**src/rtl/fetch_unit.sv**
```systemverilog
// -----------------------------------------------------------------------------
// cpu_pkg      : shared CPU constants (instruction width).
// fetch_unit   : instruction fetch stage with a one-cycle fetch latency.
//
// Ports
//   clk            in   rising-edge clock
//   reset          in   asynchronous, active-high reset
//   pc             out  fetch address to program memory (registered)
//   instr_in       in   instruction read combinationally from memory at pc
//   stall          in   downstream not ready; freeze the fetch stage
//   branch_taken   in   relative redirect, target = ir_pc + branch_offset
//   branch_offset  in   signed two's-complement branch offset
//   jump           in   absolute redirect to jump_target
//   jump_target    in   absolute redirect address
//   halt_req       in   stop fetching until the next reset
//   ir             out  registered instruction presented to decode
//   ir_pc          out  address ir was fetched from
//   ir_valid       out  ir holds a live instruction
//   halted         out  stage is in the HALTED state
//
// RUN priority: halt_req > jump > branch_taken > stall > normal advance.
// A redirect squashes the in-flight fetch by dropping ir_valid for one cycle.
// -----------------------------------------------------------------------------
package cpu_pkg;
  localparam int I_WIDTH = 16;
endpackage

module fetch_unit #(
  parameter int ADDR_WIDTH   = 6,
  parameter int DATA_WIDTH   = cpu_pkg::I_WIDTH,
  parameter int OFFSET_WIDTH = 6
) (
  input  logic                    clk,
  input  logic                    reset,
  output logic [ADDR_WIDTH-1:0]   pc,
  input  logic [DATA_WIDTH-1:0]   instr_in,
  input  logic                    stall,
  input  logic                    branch_taken,
  input  logic [OFFSET_WIDTH-1:0] branch_offset,
  input  logic                    jump,
  input  logic [ADDR_WIDTH-1:0]   jump_target,
  input  logic                    halt_req,
  output logic [DATA_WIDTH-1:0]   ir,
  output logic [ADDR_WIDTH-1:0]   ir_pc,
  output logic                    ir_valid,
  output logic                    halted
);

  typedef enum logic [1:0] {
    IDLE   = 2'd0,
    RUN    = 2'd1,
    HALTED = 2'd2
  } state_t;

  state_t                  state;
  logic [ADDR_WIDTH-1:0]   pc_q;
  logic [ADDR_WIDTH-1:0]   offset_ext;
  logic [ADDR_WIDTH-1:0]   branch_pc;

  assign pc = pc_q;

  // Bring the offset to PC width: sign-extend when narrower, otherwise keep
  // only the low bits, since the target wraps modulo 2^ADDR_WIDTH anyway.
  generate
    if (OFFSET_WIDTH >= ADDR_WIDTH) begin : g_offset_trunc
      assign offset_ext = branch_offset[ADDR_WIDTH-1:0];
    end else begin : g_offset_sext
      assign offset_ext = {{(ADDR_WIDTH-OFFSET_WIDTH){branch_offset[OFFSET_WIDTH-1]}},
                           branch_offset};
    end
  endgenerate

  // Branches are relative to the instruction being decoded (ir_pc), not to
  // the fetch address, which is already one ahead.
  assign branch_pc = ir_pc + offset_ext;

  // NOTE: all state uses non-blocking assignments so every register samples
  // the pre-edge values of its peers; the async reset sits in the sensitivity
  // list so outputs clear without waiting for a clock edge.
  always_ff @(posedge clk or posedge reset) begin
    if (reset) begin
      state    <= IDLE;
      pc_q     <= '0;
      ir       <= '0;
      ir_pc    <= '0;
      ir_valid <= 1'b0;
      halted   <= 1'b0;
    end else begin
      unique case (state)
        IDLE: begin
          state <= RUN;
        end

        RUN: begin
          if (halt_req) begin
            state    <= HALTED;
            halted   <= 1'b1;
            ir_valid <= 1'b0;
          end else if (jump) begin
            pc_q     <= jump_target;
            ir_valid <= 1'b0;
          end else if (branch_taken) begin
            pc_q     <= branch_pc;
            ir_valid <= 1'b0;
          end else if (!stall) begin
            ir       <= instr_in;
            ir_pc    <= pc_q;
            ir_valid <= 1'b1;
            pc_q     <= pc_q + ADDR_WIDTH'(1);
          end
        end

        // Terminal until reset; every input is ignored here.
        HALTED: begin
          halted   <= 1'b1;
          ir_valid <= 1'b0;
        end

        default: begin
          state <= IDLE;
        end
      endcase
    end
  end

endmodule

```
**config.mk**
```make
export PLATFORM = sky130hd
export DESIGN_NAME = fetch_unit
export DESIGN_NICKNAME = d
export VERILOG_FILES = /design/src/rtl/fetch_unit.sv
export SDC_FILE = /design/constraint.sdc
export NUM_CORES = 1
export LEC_CHECK = 0
export CORE_MARGIN = 4
export CORE_UTILIZATION = 44
export CTS_BUF_LIST = sky130_fd_sc_hd__clkbuf_16
export CTS_CLUSTER_DIAMETER = 100
export CTS_CLUSTER_SIZE = 28
export DETAILED_ROUTE_END_ITERATION = 10
export PLACE_DENSITY = 0.89
export SYNTH_ARGS = -nofsm -noshare
export SYNTH_HDL_FRONTEND = slang
export SYNTH_SLANG_ARGS = --single-unit
```
**constraint.sdc**
```tcl
create_clock -name clk -period 2.15 [get_ports clk]
set_clock_uncertainty 0.15 [all_clocks]
set_input_delay 0.43 -clock clk [delete_from_list [all_inputs] [get_ports clk]]
set_output_delay 0.43 -clock clk [all_outputs]
set_load 0.02 [all_outputs]
```
==> impl_metrics.json <==
{
  "status": "finished, final reports clean",
  "clock-sinks": 32,
  "gp_congestion": 0.7771,
  "rows": 22,
  "met3WireLength_um": 301,
  "final_common_cell": "clkdlybuf4s50_1",
  "critPathMaxFanout": 2,
  "clk_latency_ns": 0.27,
  "design.core.area_um2": 3716,
  "cpPeakStageDelay_ns": 0.44,
  "power.leakage_nw": 1.180,
  "fin_crit_sh": 0.9494,
  "fp.dieW_um": 70.40,
  "postCtsHoldBufs": 0,
  "io_pins": 64,
  "power_density_nw_per_um2": 1333,
  "stdcell_count": 266,
  "wl_met2_mm": 1.748,
  "cts_tree": "built",
  "final_util": 0.6943,
  "critPathTopFamily": "compound AO/OA/AOI/OAI gates",
  "cts_made_buffers": 5,
  "tightest_slew_ns": 0.4058,
  "synth_top_area_cell": "dfrtp_1",
  "rsz0062_at_grt": "false",
  "drt-initial-drc-count": 67,
  "cp_slowest_cell": "clkdlybuf4s50_1",
  "cts_root_buf": "clkbuf_16",
  "worstPathRequired_ns": 2.14,
  "drc_errors": 0,
  "drv_slew": 0,
  "endpoint_kind": "register",
  "initial_core_util": 0.4609,
  "via_per_inst": 5.079,
  "hold_violations": 0,
  "drive_gt1_frac": 0.1927,
  "gr-total-overflow": 0,
  "die_h_um": 70.40,
  "wl_met1_mm": 1.721,
  "place_area_um2": 2445,
  "design_area_um2": 2580,
  "dpl.cell_count": 259,
  "postCtsSetupBuffers": 0,
  "nNetsFinal": 259,
  "grt_pass1_vias": 1322,
  "vias": 1351,
  "yosys_warnings": 0,
  "dp_hpwl_mm": 2.917,
  "dr.pass1.iters": 4,
  "syn-num-nets": 184,
  "grt_max_degree": 33,
  "grt_antenna_before_repair": 0,
  "syn2layout_area_growth_pct": 50.62,
  "netlist_area_um2": 1713,
  "syn_area_per_cell_um2": 11.98,
  "finalSetupViolations": 0,
  "path_clk_slew_ns": 0.05,
  "synth_seq_cells": 32,
  "yosysSeqAreaShare": 0.4675,
  "max_freq_mhz": 489.9,
  "post_cts_resized": 0,
  "netlist_instances": 143,
  "hold_path.class": "register to register",
  "crit_arrival_ns": 2.04,
  "drtAntennaViolNets": 0,
  "crit_chain": "clkdlybuf4s50_1 > ha_1 > a211oi_1 > o21bai_1 > a21oi_1 > xnor2_1 > o21ai_0",
  "port_buffers": 63,
  "fin_crit_ns": 2.041,
  "mostFrequentLayoutCells": "63 x clkdlybuf4s50_1, 32 x dfrtp_1, 20 x mux2_4",
  "synth_top_area_share": 0.4675,
  "synth_area_leaders": "dfrtp_1 47%, mux2_4 18%, ha_1 4.4%",
  "drv_cap": 0,
  "avgRoutedWirePerCell_um": 14.33,
  "peakVddDrop_uv": 539.8,
  "track_usage": 0.1637,
  "dieArea_um2": 4955,
  "wl_mm": 3.812,
  "worst_setup_path_start_kind": "input port",
  "clockBufferDepth": 2,
  "top_layer_used": "met4",
  "relSlewSlack": 0.7295,
  "cp_num_buf_inv": 1,
  "synth.distinct_cells": 37,
  "grt_pass1_wl_mm": 6.479,
  "h-tree-depth": 2,
  "path_class": "input port to register",
  "antennaDiodeCount": 0
}
## registers in the layout (all words and copies together), names as in the netlist
name and count:
state 2, ir_pc 6, halted 1, ir 16, pc 6, ir_valid 1
## report_power, final
group	internal [W]	switching [W]	leakage, nW
Combinational	0.000949	0.000741	0.715
Sequential	0.000875	0.000245	0.399
Clock	0.000412	0.000218	0.0648
Total	0.00224	0.00120	1.18
## per-stage QoR
stage,setup WS [ns],power (W),hold WS [ns],TNS (ns)
2_1_floorplan,0.2874,0.002050,0.3166,0
3_3_place_gp,-0.1288,0.002771,0.3058,-0.6038
3_5_place_dp,-0.1728,0.002815,0.3103,-1.620
4_1_cts,0.1168,0.003463,0.3219,0
5_1_grt,0.004357,0.003660,0.3446,0
6_report,0.1087,0.003440,0.3166,0
## per-layer routing
layer,track usage,up-vias
li1,-,660
met4,0.05745,0
met3,0.04748,8
met5,0,-
met1,0.2358,632
met2,0.2328,51
## synth_stat cells, drive strengths merged
library cell / instances
o22ai: 1
a22oi: 1
nor3b: 1
or3: 1
a21oi: 8
ha: 6
nor2: 7
a211oi: 3
a211o: 1
and3: 1
nor2b: 2
dfrtp: 32
o21bai: 1
o31ai: 1
or2: 2
xor2: 1
o21a: 1
o21ai: 15
a21o: 1
nand2: 9
mux2: 22
nand2b: 2
mux2i: 2
xnor2: 4
o211ai: 2
nor3: 1
o41ai: 1
nand3: 2
buf: 4
inv: 7
fa: 1
## logic make-up (layout without fill, tap and decap cells)
kind of cell	count (synthesis)	in the layout	synth area share
xor gates and xnor gates	5	5	0.02556
DFF	32	32	0.4675
buffers and inverters	11	86	0.03798
and+or+nand+nor	28	28	0.08840
adders and majority gates	7	7	0.05551
muxes	24	24	0.2001
AOI/OAI and AO/OA	36	36	0.1249
## path summary, 6_finish.rpt
check | from | end | slack [ns] | depth (start not counted)
worst max-delay path | branch_offset[1] | pc[5] | 0.11 | 7
worst min-delay path | halted | halted | 0.32 | 1
worst max register to register | ir_pc[1] | pc[5] | 0.30 | 6
worst min register to register | halted | halted | 0.32 | 1
max in group asynchronous | reset | ir[14] | 1.15 | 3
min in group asynchronous | reset | pc[2] | 0.40 | 3
## layout make-up
class,count,area (um2)
clock inverters,2,7.507
multi-input cells,100,849.6
clock buffers,5,125.1
repair buffers,72,710.7
well taps,48,60.06
flip-flops and latches,32,800.8
fillers,282,1136
inverters,7,26.28
Note: power is estimated with default switching activity, not from simulation.
